`src/rtl/mfb2dma_split_if.sv`:
```
// Header, frame and DMA bus signals of mfb2dma_split bundled for port connection.
// The slave modport is the converter's view; master is the surrounding logic.
interface mfb2dma_split_if #(
  parameter int DATA_WIDTH = 512,
  parameter int HDR_WIDTH  = 96
);
  logic [HDR_WIDTH-1:0]  RX_MVB_HDR;
  logic                  RX_MVB_VLD;
  logic                  RX_MVB_SRC_RDY;
  logic                  RX_MVB_DST_RDY;
  logic [DATA_WIDTH-1:0] RX_MFB_DATA;
  logic                  RX_MFB_SOF;
  logic                  RX_MFB_EOF;
  logic                  RX_MFB_SRC_RDY;
  logic                  RX_MFB_DST_RDY;
  logic [HDR_WIDTH-1:0]  TX_DMA_HDR;
  logic [DATA_WIDTH-1:0] TX_DMA_DATA;
  logic                  TX_DMA_SOP;
  logic                  TX_DMA_EOP;
  logic                  TX_DMA_SRC_RDY;
  logic                  TX_DMA_DST_RDY;
  logic                  ERR;

  modport slave (
    input  RX_MVB_HDR, RX_MVB_VLD, RX_MVB_SRC_RDY,
    output RX_MVB_DST_RDY,
    input  RX_MFB_DATA, RX_MFB_SOF, RX_MFB_EOF, RX_MFB_SRC_RDY,
    output RX_MFB_DST_RDY,
    output TX_DMA_HDR, TX_DMA_DATA, TX_DMA_SOP, TX_DMA_EOP, TX_DMA_SRC_RDY,
    input  TX_DMA_DST_RDY,
    output ERR
  );

  modport master (
    output RX_MVB_HDR, RX_MVB_VLD, RX_MVB_SRC_RDY,
    input  RX_MVB_DST_RDY,
    output RX_MFB_DATA, RX_MFB_SOF, RX_MFB_EOF, RX_MFB_SRC_RDY,
    input  RX_MFB_DST_RDY,
    input  TX_DMA_HDR, TX_DMA_DATA, TX_DMA_SOP, TX_DMA_EOP, TX_DMA_SRC_RDY,
    output TX_DMA_DST_RDY,
    input  ERR
  );
endinterface

```
`src/rtl/mfb2dma_split.sv`:
```
// Pairs MVB request headers with MFB frames and emits DMA transactions,
// splitting frames longer than MAX_PAYLOAD_DW into fragments with rewritten headers.
module mfb2dma_split #(
  parameter int DATA_WIDTH     = 512,
  parameter int HDR_WIDTH      = 96,
  parameter int MAX_PAYLOAD_DW = 128,
  parameter int HDR_FIFO_DEPTH = 8
) (
  input logic            CLK,
  input logic            RESET,
  mfb2dma_split_if.slave bus
);
  localparam int          BD        = DATA_WIDTH / 32;
  localparam int          AW        = $clog2(HDR_FIFO_DEPTH);
  localparam logic [12:0] BD_L      = 13'(BD);
  localparam logic [12:0] MAX_L     = 13'(MAX_PAYLOAD_DW);
  localparam logic [63:0] ADDR_STEP = 64'(4 * MAX_PAYLOAD_DW);
  localparam logic [AW:0] PTR_ONE   = {{AW{1'b0}}, 1'b1};

  typedef enum logic [1:0] {
    IDLE  = 2'd0,
    XFER  = 2'd1,
    DRAIN = 2'd2
  } state_t;

  state_t                state_r, state_nxt_s;
  logic [HDR_WIDTH-1:0]  fifo_mem_r [HDR_FIFO_DEPTH];
  logic [AW:0]           wr_ptr_r, rd_ptr_r;
  logic                  full_s, empty_s, push_s, pop_s;
  logic [HDR_WIDTH-1:0]  head_s;

  logic [12:0]           rem_r, rem_nxt_s, fcnt_r, fcnt_nxt_s;
  logic [63:0]           addr_r, addr_nxt_s;
  logic [HDR_WIDTH-1:0]  hdr_r, hdr_nxt_s;
  logic                  err_r, err_set_s;

  logic                  accept_en_s, mfb_rdy_s, beat_s, process_s, sop_s, eop_s;
  logic [HDR_WIDTH-1:0]  cur_hdr_s, out_hdr_s;
  logic [12:0]           cur_rem_s, cur_fcnt_s, take_s, rem_after_s, fcnt_after_s, frag_len_s;
  logic [63:0]           cur_addr_s;

  logic                  out_vld_r, out_sop_r, out_eop_r;
  logic [DATA_WIDTH-1:0] out_data_r;
  logic [HDR_WIDTH-1:0]  out_hdr_r;

  assign empty_s = (wr_ptr_r == rd_ptr_r);
  assign full_s  = (wr_ptr_r[AW] != rd_ptr_r[AW]) && (wr_ptr_r[AW-1:0] == rd_ptr_r[AW-1:0]);
  assign head_s  = fifo_mem_r[rd_ptr_r[AW-1:0]];
  assign push_s  = bus.RX_MVB_VLD && bus.RX_MVB_SRC_RDY && bus.RX_MVB_DST_RDY;

  // A full FIFO still takes a header in the cycle its head is popped.
  assign bus.RX_MVB_DST_RDY = !RESET && (!full_s || pop_s);

  assign accept_en_s        = !out_vld_r || bus.TX_DMA_DST_RDY;
  assign mfb_rdy_s          = !RESET && accept_en_s && ((state_r != IDLE) || !empty_s);
  assign bus.RX_MFB_DST_RDY = mfb_rdy_s;
  assign beat_s             = bus.RX_MFB_SRC_RDY && mfb_rdy_s;

  // In IDLE the SOF beat is processed straight from the FIFO head so frames run back to back.
  assign cur_hdr_s    = (state_r == IDLE) ? head_s : hdr_r;
  assign cur_addr_s   = (state_r == IDLE) ? head_s[75:12] : addr_r;
  assign cur_fcnt_s   = (state_r == IDLE) ? 13'd0 : fcnt_r;
  assign cur_rem_s    = (state_r != IDLE) ? rem_r :
                        (head_s[11:0] == 12'd0) ? 13'd4096 : {1'b0, head_s[11:0]};
  assign take_s       = (cur_rem_s < BD_L) ? cur_rem_s : BD_L;
  assign frag_len_s   = (cur_rem_s < MAX_L) ? cur_rem_s : MAX_L;
  assign rem_after_s  = cur_rem_s - take_s;
  assign fcnt_after_s = cur_fcnt_s + BD_L;

  // Fragment header rewrite
  always_comb begin
    out_hdr_s         = cur_hdr_s;
    out_hdr_s[11:0]   = frag_len_s[11:0];
    out_hdr_s[75:12]  = cur_addr_s;
    out_hdr_s[84]     = (cur_rem_s <= MAX_L);
  end

  // Next-state and per-beat fragment bookkeeping
  always_comb begin
    state_nxt_s = state_r;
    rem_nxt_s   = rem_r;
    fcnt_nxt_s  = fcnt_r;
    addr_nxt_s  = addr_r;
    hdr_nxt_s   = hdr_r;
    err_set_s   = 1'b0;
    pop_s       = 1'b0;
    process_s   = 1'b0;
    sop_s       = 1'b0;
    eop_s       = 1'b0;
    case (state_r)
      IDLE: begin
        if (beat_s && bus.RX_MFB_SOF) begin
          pop_s     = 1'b1;
          process_s = 1'b1;
        end else begin
          err_set_s = beat_s;
        end
      end
      XFER: begin
        process_s = beat_s;
        err_set_s = beat_s && bus.RX_MFB_SOF;
      end
      DRAIN: begin
        if (beat_s && bus.RX_MFB_EOF) begin
          state_nxt_s = IDLE;
        end else begin
          state_nxt_s = DRAIN;
        end
      end
      default: state_nxt_s = IDLE;
    endcase

    if (process_s) begin
      sop_s       = (cur_fcnt_s == 13'd0);
      hdr_nxt_s   = cur_hdr_s;
      addr_nxt_s  = cur_addr_s;
      rem_nxt_s   = rem_after_s;
      fcnt_nxt_s  = fcnt_after_s;
      state_nxt_s = XFER;
      if (rem_after_s == 13'd0) begin
        eop_s      = 1'b1;
        fcnt_nxt_s = 13'd0;
        if (bus.RX_MFB_EOF) begin
          state_nxt_s = IDLE;
        end else begin
          state_nxt_s = DRAIN;
          err_set_s   = 1'b1;
        end
      end else if (bus.RX_MFB_EOF) begin
        eop_s       = 1'b1;
        fcnt_nxt_s  = 13'd0;
        err_set_s   = 1'b1;
        state_nxt_s = IDLE;
      end else if (fcnt_after_s >= MAX_L) begin
        eop_s      = 1'b1;
        fcnt_nxt_s = 13'd0;
        addr_nxt_s = cur_addr_s + ADDR_STEP;
      end else begin
        eop_s = 1'b0;
      end
    end else begin
      sop_s = 1'b0;
      eop_s = 1'b0;
    end
  end

  // FSM state, fragment counters and sticky error
  always_ff @(posedge CLK) begin
    if (RESET) begin
      state_r <= IDLE;
      rem_r   <= 13'd0;
      fcnt_r  <= 13'd0;
      addr_r  <= 64'd0;
      hdr_r   <= '0;
      err_r   <= 1'b0;
    end else begin
      state_r <= state_nxt_s;
      rem_r   <= rem_nxt_s;
      fcnt_r  <= fcnt_nxt_s;
      addr_r  <= addr_nxt_s;
      hdr_r   <= hdr_nxt_s;
      err_r   <= err_r || err_set_s;
    end
  end

  // Header FIFO pointers
  always_ff @(posedge CLK) begin
    if (RESET) begin
      wr_ptr_r <= '0;
      rd_ptr_r <= '0;
    end else begin
      if (push_s) wr_ptr_r <= wr_ptr_r + PTR_ONE;
      if (pop_s)  rd_ptr_r <= rd_ptr_r + PTR_ONE;
    end
  end

  // Header FIFO storage
  always_ff @(posedge CLK) begin
    if (push_s) fifo_mem_r[wr_ptr_r[AW-1:0]] <= bus.RX_MVB_HDR;
  end

  // Single output stage; holds its beat while the DMA bus stalls
  always_ff @(posedge CLK) begin
    if (RESET) begin
      out_vld_r  <= 1'b0;
      out_sop_r  <= 1'b0;
      out_eop_r  <= 1'b0;
      out_data_r <= '0;
      out_hdr_r  <= '0;
    end else if (accept_en_s) begin
      out_vld_r  <= process_s;
      out_sop_r  <= sop_s;
      out_eop_r  <= eop_s;
      out_data_r <= bus.RX_MFB_DATA;
      if (sop_s) out_hdr_r <= out_hdr_s;
    end
  end

  assign bus.TX_DMA_SRC_RDY = out_vld_r;
  assign bus.TX_DMA_SOP     = out_sop_r;
  assign bus.TX_DMA_EOP     = out_eop_r;
  assign bus.TX_DMA_DATA    = out_data_r;
  assign bus.TX_DMA_HDR     = out_hdr_r;
  assign bus.ERR            = err_r;
endmodule

```
`src/flat_wrapper.sv`:
```
// flat-port wrapper written by rule: the top's interface ports become plain ports
module mfb2dma_split_flat 
#(
  parameter int DATA_WIDTH     = 512,
  parameter int HDR_WIDTH      = 96,
  parameter int MAX_PAYLOAD_DW = 128,
  parameter int HDR_FIFO_DEPTH = 8
)
  (CLK, RESET, bus_RX_MVB_HDR, bus_RX_MVB_VLD, bus_RX_MVB_SRC_RDY, bus_RX_MVB_DST_RDY, bus_RX_MFB_DATA, bus_RX_MFB_SOF, bus_RX_MFB_EOF, bus_RX_MFB_SRC_RDY, bus_RX_MFB_DST_RDY, bus_TX_DMA_HDR, bus_TX_DMA_DATA, bus_TX_DMA_SOP, bus_TX_DMA_EOP, bus_TX_DMA_SRC_RDY, bus_TX_DMA_DST_RDY, bus_ERR);
  mfb2dma_split_if #(.DATA_WIDTH(DATA_WIDTH), .HDR_WIDTH(HDR_WIDTH)) bus_i ();
  input logic CLK;
  input logic RESET;
  input wire logic [$bits(bus_i.RX_MVB_HDR)-1:0] bus_RX_MVB_HDR;
  input wire logic [$bits(bus_i.RX_MVB_VLD)-1:0] bus_RX_MVB_VLD;
  input wire logic [$bits(bus_i.RX_MVB_SRC_RDY)-1:0] bus_RX_MVB_SRC_RDY;
  output wire logic [$bits(bus_i.RX_MVB_DST_RDY)-1:0] bus_RX_MVB_DST_RDY;
  input wire logic [$bits(bus_i.RX_MFB_DATA)-1:0] bus_RX_MFB_DATA;
  input wire logic [$bits(bus_i.RX_MFB_SOF)-1:0] bus_RX_MFB_SOF;
  input wire logic [$bits(bus_i.RX_MFB_EOF)-1:0] bus_RX_MFB_EOF;
  input wire logic [$bits(bus_i.RX_MFB_SRC_RDY)-1:0] bus_RX_MFB_SRC_RDY;
  output wire logic [$bits(bus_i.RX_MFB_DST_RDY)-1:0] bus_RX_MFB_DST_RDY;
  output wire logic [$bits(bus_i.TX_DMA_HDR)-1:0] bus_TX_DMA_HDR;
  output wire logic [$bits(bus_i.TX_DMA_DATA)-1:0] bus_TX_DMA_DATA;
  output wire logic [$bits(bus_i.TX_DMA_SOP)-1:0] bus_TX_DMA_SOP;
  output wire logic [$bits(bus_i.TX_DMA_EOP)-1:0] bus_TX_DMA_EOP;
  output wire logic [$bits(bus_i.TX_DMA_SRC_RDY)-1:0] bus_TX_DMA_SRC_RDY;
  input wire logic [$bits(bus_i.TX_DMA_DST_RDY)-1:0] bus_TX_DMA_DST_RDY;
  output wire logic [$bits(bus_i.ERR)-1:0] bus_ERR;
  assign bus_i.RX_MVB_HDR = bus_RX_MVB_HDR;
  assign bus_i.RX_MVB_VLD = bus_RX_MVB_VLD;
  assign bus_i.RX_MVB_SRC_RDY = bus_RX_MVB_SRC_RDY;
  assign bus_RX_MVB_DST_RDY = bus_i.RX_MVB_DST_RDY;
  assign bus_i.RX_MFB_DATA = bus_RX_MFB_DATA;
  assign bus_i.RX_MFB_SOF = bus_RX_MFB_SOF;
  assign bus_i.RX_MFB_EOF = bus_RX_MFB_EOF;
  assign bus_i.RX_MFB_SRC_RDY = bus_RX_MFB_SRC_RDY;
  assign bus_RX_MFB_DST_RDY = bus_i.RX_MFB_DST_RDY;
  assign bus_TX_DMA_HDR = bus_i.TX_DMA_HDR;
  assign bus_TX_DMA_DATA = bus_i.TX_DMA_DATA;
  assign bus_TX_DMA_SOP = bus_i.TX_DMA_SOP;
  assign bus_TX_DMA_EOP = bus_i.TX_DMA_EOP;
  assign bus_TX_DMA_SRC_RDY = bus_i.TX_DMA_SRC_RDY;
  assign bus_i.TX_DMA_DST_RDY = bus_TX_DMA_DST_RDY;
  assign bus_ERR = bus_i.ERR;
  mfb2dma_split #(.DATA_WIDTH(DATA_WIDTH), .HDR_WIDTH(HDR_WIDTH), .MAX_PAYLOAD_DW(MAX_PAYLOAD_DW), .HDR_FIFO_DEPTH(HDR_FIFO_DEPTH)) u_core (.CLK(CLK), .RESET(RESET), .bus(bus_i));
endmodule
```
`config.mk`:
```
export PLATFORM = sky130hd
export DESIGN_NAME = mfb2dma_split_flat
export DESIGN_NICKNAME = d
export VERILOG_FILES = /design/src/rtl/mfb2dma_split_if.sv /design/src/rtl/mfb2dma_split.sv /design/src/flat_wrapper.sv
export SDC_FILE = /design/constraint.sdc
export NUM_CORES = 2
export LEC_CHECK = 0
export ABC_CLOCK_PERIOD_IN_PS = 29600
export CORE_AREA = 2 2 486 488
export DETAILED_ROUTE_END_ITERATION = 8
export DIE_AREA = 0 0 488 490
export GPL_TIMING_DRIVEN = 0
export PLACE_DENSITY = 0.48
export SLEW_MARGIN = 10
export SYNTH_ARGS = -nofsm -noshare
export SYNTH_HDL_FRONTEND = slang
export SYNTH_SLANG_ARGS = --single-unit
```
`constraint.sdc`:
```
create_clock -name CLK -period 29.6 [get_ports CLK]
set_clock_uncertainty 0.1 [all_clocks]
set_input_delay 5.92 -clock CLK [delete_from_list [all_inputs] [get_ports CLK]]
set_output_delay 5.92 -clock CLK [all_outputs]
set_load 0.1 [all_outputs]
```
== After elaboration in Yosys (flattened, before gate mapping) ==
Memories as Yosys holds them, arrays and structs flattened. A register that Yosys moved wholly into a read port is not among the register bits.
Cells that the tools add are included.
Word-level totals
  flip-flop bits (word level): 808
  memory bits (writable): 768
  bits of input ports: 616
  output and inout bits: 614
  word-level logic and storage cells: 92
  memories: 1
Memory list
  u_core.fifo_mem_r: depth 8, bits a word 96, read ports 1, clocked after Yosys merged registers in 1, wr ports 1, RTL line mfb2dma_split.sv:27  | logic [HDR_WIDTH-1:0] fifo_mem_r [HDR_FIFO_DEPTH];
Cells by class
  add/sub/neg operators: 5
  $lt $le $gt $ge: 4
  eq/ne operators: 6
  multiplexer cells: 37
  reduce and logical (&&, ||, !) cells: 25
Operators with widths (number)
  64-bit two-way mux: 4
  96-bit two-way mux: 1
  13-bit two-way mux: 7
  64-bit by 10-bit adder with 64-bit output (second input constant): 1
  13-bit zero test: 2
  1-bit two-way mux: 15
  13-bit by 5-bit adder with 13-bit output (second input constant): 1
  13-bit by 8-bit greater-or-equal comparator with 1-bit output (second input constant): 1
  13-bit by 8-bit less-or-equal comparator with 1-bit output (second input constant): 1
  13-bit by 5-bit less-than comparator with 1-bit output (second input constant): 1
  13-bit by 8-bit less-than comparator with 1-bit output (second input constant): 1
  13-bit subtractor: 1
  12-bit zero test: 1
  12-bit two-way mux: 1
  1-bit logical AND: 9
  4-bit by 1-bit adder with 4-bit output (second input constant): 2
  2-bit two-way mux: 4
  3-bit two-way mux: 2
  4-bit == test: 1
  1-bit zero test: 4
  1-bit logical OR: 4
  1-bit one-hot mux with 2 select lines: 2
  2-bit one-hot mux with 2 select lines: 1
  2-bit AND reduction: 2
  other kinds (8): 8

== Depth between registers and ports, before layout ==
  word-level depth: 13
  mapped depth: 23
  gate-level depth less buffers: 16

== Worst setup path after synthesis ==
No wires, ideal clock.
  path type: input port to flip-flop
  start: input bus_TX_DMA_DST_RDY
  end: memory u_core.fifo_mem_r[4][0] (enable)
  setup time: 0.685 ns
  arrival time: 17.948 ns
  data required time: 28.815 ns
  setup slack: 10.867 ns
  stages: 9
  buffers on the path: 1
  path through: nor2b_1 -> a311oi_1 -> and2_1 -> nand3_1 -> a21oi_1 -> and3_1 -> clkbuf_1 -> nand2b_1 -> nor3b_1
Between the ends
  word-level cells in the longest chain between the ends: 12
Ends and longest elaborated chain
  start: declaration: RTL line flat_wrapper.sv:27  | input wire logic [$bits(bus_i.TX_DMA_DST_RDY)-1:0] bus_TX_DMA_DST_RDY;
  1-bit logical OR: RTL line mfb2dma_split.sv:54  | assign accept_en_s = !out_vld_r || bus.TX_DMA_DST_RDY;
  1-bit logical AND (2 in a row): RTL line mfb2dma_split.sv:55  | assign mfb_rdy_s = !RESET && accept_en_s && ((state_r != IDLE) || !empty_s);
  via bus_RX_MFB_DST_RDY: RTL line flat_wrapper.sv:21  | output wire logic [$bits(bus_i.RX_MFB_DST_RDY)-1:0] bus_RX_MFB_DST_RDY;
  1-bit logical AND: RTL line mfb2dma_split.sv:57  | assign beat_s = bus.RX_MFB_SRC_RDY && mfb_rdy_s;
  1-bit logical AND: RTL line mfb2dma_split.sv:92  | if (beat_s && bus.RX_MFB_SOF) begin
  1-bit two-way mux: RTL line mfb2dma_split.sv:92
  1-bit two-way mux: RTL line mfb2dma_split.sv:90  | case (state_r)
  1-bit logical OR: RTL line mfb2dma_split.sv:52  | assign bus.RX_MVB_DST_RDY = !RESET && (!full_s || pop_s);
  1-bit logical AND: RTL line mfb2dma_split.sv:52
  via bus_RX_MVB_DST_RDY: RTL line flat_wrapper.sv:16  | output wire logic [$bits(bus_i.RX_MVB_DST_RDY)-1:0] bus_RX_MVB_DST_RDY;
  1-bit logical AND: RTL line mfb2dma_split.sv:49  | assign push_s = bus.RX_MVB_VLD && bus.RX_MVB_SRC_RDY && bus.RX_MVB_DST_RDY;
  1-bit two-way mux: RTL line mfb2dma_split.sv:179  | if (push_s) fifo_mem_r[wr_ptr_r[AW-1:0]] <= bus.RX_MVB_HDR;
  1-bit two-way mux (implied by the code): RTL line mfb2dma_split.sv:179
  end: declaration: RTL line mfb2dma_split.sv:27
The timed path passes the listed nets, and every way through them passes these cells.

== Final worst setup path ==
  start: input bus_TX_DMA_DST_RDY
  end: output bus_RX_MVB_DST_RDY
Between the ends
  word-level cells in the longest chain between the ends: 9
Ends and longest elaborated chain (RTL line)
  1-bit logical OR: mfb2dma_split.sv:54
  1-bit logical AND (2 in a row): mfb2dma_split.sv:55
  1-bit logical AND: mfb2dma_split.sv:57
  1-bit logical AND: mfb2dma_split.sv:92
  1-bit two-way mux: mfb2dma_split.sv:92
  1-bit two-way mux: mfb2dma_split.sv:90
  1-bit logical OR: mfb2dma_split.sv:52
  1-bit logical AND: mfb2dma_split.sv:52
  end: declaration: flat_wrapper.sv:16
Every way passes these cells.

==> reports/qor.yml <==
run_status: "complete, no violations"
io-pin-count: 1230
final_design_area_no_fill_um2: 80000
grt_use_total_pct: 25.6
drtIter0Drc: 4163
drcViolationCount: 0
worstPathBufferInverterCount: 2
chipHeight_um: 490
cts_buffer_depth: 3
design.core.area_um2: 234000
syn_avg_cell_area_um2: 11.9
postCtsHoldBufs: 0
num_rows: 178
async_flop_share_pct: 0
drt_wl_total_um: 317000
critical_path.max_fanout: 4
layout.core_utilization_pct: 34.2
vdd_ir_drop_max_v: 0.0000484
cts_resized: 0
power_density_relative_to_cell_area_nw_per_um2: 64.8
arrival_ns: 9.62
cts.sink_count: 1494
slew-limit-headroom_pct: 7.45
finalSetupViolCount: 0
critical_path.startpoint_type: "primary input"
hold_viol: 0
die-width_um: 488
ys.flop_type: "sky130_fd_sc_hd__edfxtp_1"
worst_setup_path_startpoint: "bus_TX_DMA_DST_RDY"
clkLatencyLatePin_ns: 0.82
floorplan.die_area_um2: 239000
achievable-frequency_ghz: 0.0640
totalNegativeSetupSlack_ns: 0
hpwlAfterDp_um: 257000
critical_path.slowest_cell: "sky130_fd_sc_hd__clkdlybuf4s50_1"
cts.clk_slew.worst_paths_ns: 0.06
top_cells_by_area_in_the_synthesized_netlist: "sky130_fd_sc_hd__edfxtp_1, sky130_fd_sc_hd__dfxtp_1, sky130_fd_sc_hd__nand2_1"
layout.cells.most_common: "sky130_fd_sc_hd__nand2_1"
min-delay-path-class: "flop to flop"
mappedNetlistArea_um2: 57100
ant_nets: 0
synth.yosys.seq_area_share_pct: 65.7
cpMostUsedCell: "sky130_fd_sc_hd__clkdlybuf4s50_1"
synthesis.instances: 4803
synth_top_cell_by_area: "sky130_fd_sc_hd__edfxtp_1"
timing.hold.worst.start: "u_core.bus.TX_DMA_DATA[465]$_SDFFE_PP0N_"
synthToLayoutAreaGrowth_pct: 40.1
reg2reg_from: "u_core.state_r[0]$_SDFFE_PP0P_"
grt_start_max_net_pins: 40
number_of_setup_buffers_added_after_cts: 0
nNetsFinal: 6924
grt_setup_unrepaired: "no"
critical_path.endpoint_type: "primary output"
dr.pass1.iters: 6
cts-root-buf: "sky130_fd_sc_hd__clkbuf_16"
final_layout_size_suffix_gt1_share_pct: 11.6
post-route-period-util_pct: 52.8
worst_pin_slew_ns: 1.38
place.gp.congestion: 1.00
power_leakage_nw: 27.6
register_area_um2: 37500
route.detailed.wl_per_inst_um: 32.8
synth.distinct_cells: 88
routed-via-count: 45700
initial_antenna_violation_count: 117
cpLargestDelayFamily: "buffers and inverters"
cpPeakStageDelay_ns: 1.29
path_class: "primary input to primary output"
first_global_vias: 44300
tritoncts: "done"
dpl-instance-area_um2: 74100
multiInputGateArea_um2: 18000
global_route.overflow_total: 0
synth_enable_flop_cells: 760
commonest_non_fill_non_tap_cells_in_the_layout: "sky130_fd_sc_hd__nand2_1, sky130_fd_sc_hd__clkdlybuf4s50_1, sky130_fd_sc_hd__edfxtp_1"
cp_cell_sequence: "clkdlybuf4s50_1, nor2b_1, a311oi_1, and2_1, nand3_1, a21oi_1, clkdlybuf4s50_1"
synth.ff_latch_count: 1494
drv_cap: 0
synthesis.yosys.warnings: 0
synth_top_area_share_pct: 39.9
nFillCells: 23400
grt_first_pass_wirelength_um: 414000
post-route-min-period_ns: 15.64
clock_tree.htree_level_count: 4
start_util_pct: 24.4
number_of_buffers_added_by_the_clock_tree_synthesis_step: 173
timing.final.max_slew_violations: 0
vias_per_cell: 4.74
port_buffers: 1227
mappedNetlistNets: 5425
worst_ep_required_time_ns: 23.58
[metrics by stage]
stage,hold slack (ns),power [W],cells,worst slack [ns]
after floorplan,0.324,0.00268,4803,10.87
after global placement,0.334,0.00300,9180,3.19
after detailed placement,0.344,0.00299,9277,13.89
after CTS,0.352,0.00523,9603,13.87
after global routing,0.365,0.00532,9614,13.95
final,0.350,0.00518,9640,13.96
[report_power, final]
group / leakage [nW] / internal (W) / switching, W
registers: 12.9 / 0.00222 / 0.0000404
logic: 11.8 / 0.000178 / 0.000513
clock network: 2.87 / 0.00129 / 0.000940
[metal layers]
| layer | vias to the layer above | global-route usage, % | wire, um |
|---|---|---|---|
| met4 | 74 | 10.2 | 14300 |
| met3 | 472 | 5.85 | 24000 |
| li1 | 20100 | - | - |
| met1 | 23000 | 33.8 | 134000 |
| met2 | 1955 | 40.5 | 144000 |
| met5 | - | 0 | 463 |
[kinds of logic after synthesis]
| group | Yosys count | synth area share, % |
|---|---|---|
| and+or+nand+nor | 1691 | 12.1 |
| DFF | 1494 | 65.7 |
| AOI/OAI and AO/OA | 903 | 9.10 |
| buffers and inverters | 337 | 2.82 |
| muxes | 317 | 9.27 |
| xor gates and xnor gates | 54 | 0.861 |
| adders and majority gates | 6 | 0.131 |
| other | 1 | 0.00656 |
[worst reg2reg max path, stage by stage, from the launching register on]
cell and delay, ns:
sky130_fd_sc_hd__dfxtp_1 0.44, sky130_fd_sc_hd__or2_1 0.13, sky130_fd_sc_hd__buf_2 0.20, sky130_fd_sc_hd__buf_4 0.21, sky130_fd_sc_hd__buf_4 0.24, sky130_fd_sc_hd__buf_2 0.37
sky130_fd_sc_hd__buf_2 0.32, sky130_fd_sc_hd__clkbuf_1 0.55, sky130_fd_sc_hd__buf_1 0.55, sky130_fd_sc_hd__clkbuf_1 0.56, sky130_fd_sc_hd__clkbuf_1 0.52, sky130_fd_sc_hd__nand2_1 0.19
sky130_fd_sc_hd__inv_1 0.09, sky130_fd_sc_hd__ha_1 0.24, sky130_fd_sc_hd__nand3_1 0.16, sky130_fd_sc_hd__o31a_1 0.26, sky130_fd_sc_hd__o21ai_0 0.18, sky130_fd_sc_hd__a221o_1 0.30
sky130_fd_sc_hd__nand3b_1 0.30, sky130_fd_sc_hd__nor4_4 0.61, sky130_fd_sc_hd__nand2_2 0.36, sky130_fd_sc_hd__a2111oi_1 0.65, sky130_fd_sc_hd__xor2_1 0.17, sky130_fd_sc_hd__a211oi_1 0.25
[cell type report]
cell class	instances	area share [%]
repair buffers	1324	16.2
inverters	10	0.0469
well taps	3150	4.92
multi-input cells	2972	22.5
clock inverters	95	1.33
diodes	37	0.116
flip-flops and latches	1494	46.9
clock buffers	231	6.01
plain buffers	327	1.98
[path summary, 6_finish.rpt]
path                                                                  to  slack (ns)  cells after the start
worst min-delay path            u_core.bus.TX_DMA_DATA[465]$_SDFFE_PP0N_        0.35                      2
worst max-delay path                                  bus_RX_MVB_DST_RDY       13.96                      7
worst max register to register            u_core.addr_r[46]$_SDFFE_PP0P_       21.55                     23
worst min register to register  u_core.bus.TX_DMA_DATA[465]$_SDFFE_PP0N_        0.35                      2
[state kept, by name, indices dropped and copies added (netlist names), named ones only]
signal and cells:
u_core.bus.ERR 1, u_core.state_r 2, u_core.bus.TX_DMA_EOP 1, u_core.bus.TX_DMA_SRC_RDY 1, u_core.fifo_mem_r 760, u_core.bus.TX_DMA_DATA 512
u_core.fcnt_r 13, u_core.rd_ptr_r 4, u_core.wr_ptr_r 4, u_core.rem_r 13, u_core.bus.TX_DMA_SOP 1, u_core.hdr_r 19
u_core.bus.TX_DMA_HDR 96, u_core.addr_r 64
[cells in the mapped netlist, types with 8 or more instances]
cell type	n
sky130_fd_sc_hd__nand2_1	1357
sky130_fd_sc_hd__buf_1	17
sky130_fd_sc_hd__a2111oi_2	9
sky130_fd_sc_hd__buf_4	13
sky130_fd_sc_hd__nor2_1	123
sky130_fd_sc_hd__nor3_1	23
sky130_fd_sc_hd__mux2i_1	133
sky130_fd_sc_hd__a211oi_1	18
sky130_fd_sc_hd__a22o_1	9
sky130_fd_sc_hd__nand3b_1	12
sky130_fd_sc_hd__o21ai_1	21
sky130_fd_sc_hd__and2_1	19
sky130_fd_sc_hd__nor3b_1	10
sky130_fd_sc_hd__nand2b_1	8
sky130_fd_sc_hd__o21ai_0	77
sky130_fd_sc_hd__clkbuf_1	240
sky130_fd_sc_hd__a22oi_1	18
sky130_fd_sc_hd__o21ai_2	8
sky130_fd_sc_hd__xor2_1	19
sky130_fd_sc_hd__xnor2_1	34
sky130_fd_sc_hd__nor4_1	10
sky130_fd_sc_hd__a311oi_1	12
sky130_fd_sc_hd__a21oi_1	649
sky130_fd_sc_hd__buf_2	34
sky130_fd_sc_hd__mux4_2	168
sky130_fd_sc_hd__nand4_1	15
sky130_fd_sc_hd__buf_6	10
sky130_fd_sc_hd__dfxtp_1	734
sky130_fd_sc_hd__o211ai_1	10
sky130_fd_sc_hd__nand3_1	42
sky130_fd_sc_hd__edfxtp_1	760
sky130_fd_sc_hd__inv_1	10
sky130_fd_sc_hd__mux2_2	16
sky130_fd_sc_hd__or3_1	12
sky130_fd_sc_hd__nor2b_1	16
Power figures use the tool's default switching activity.
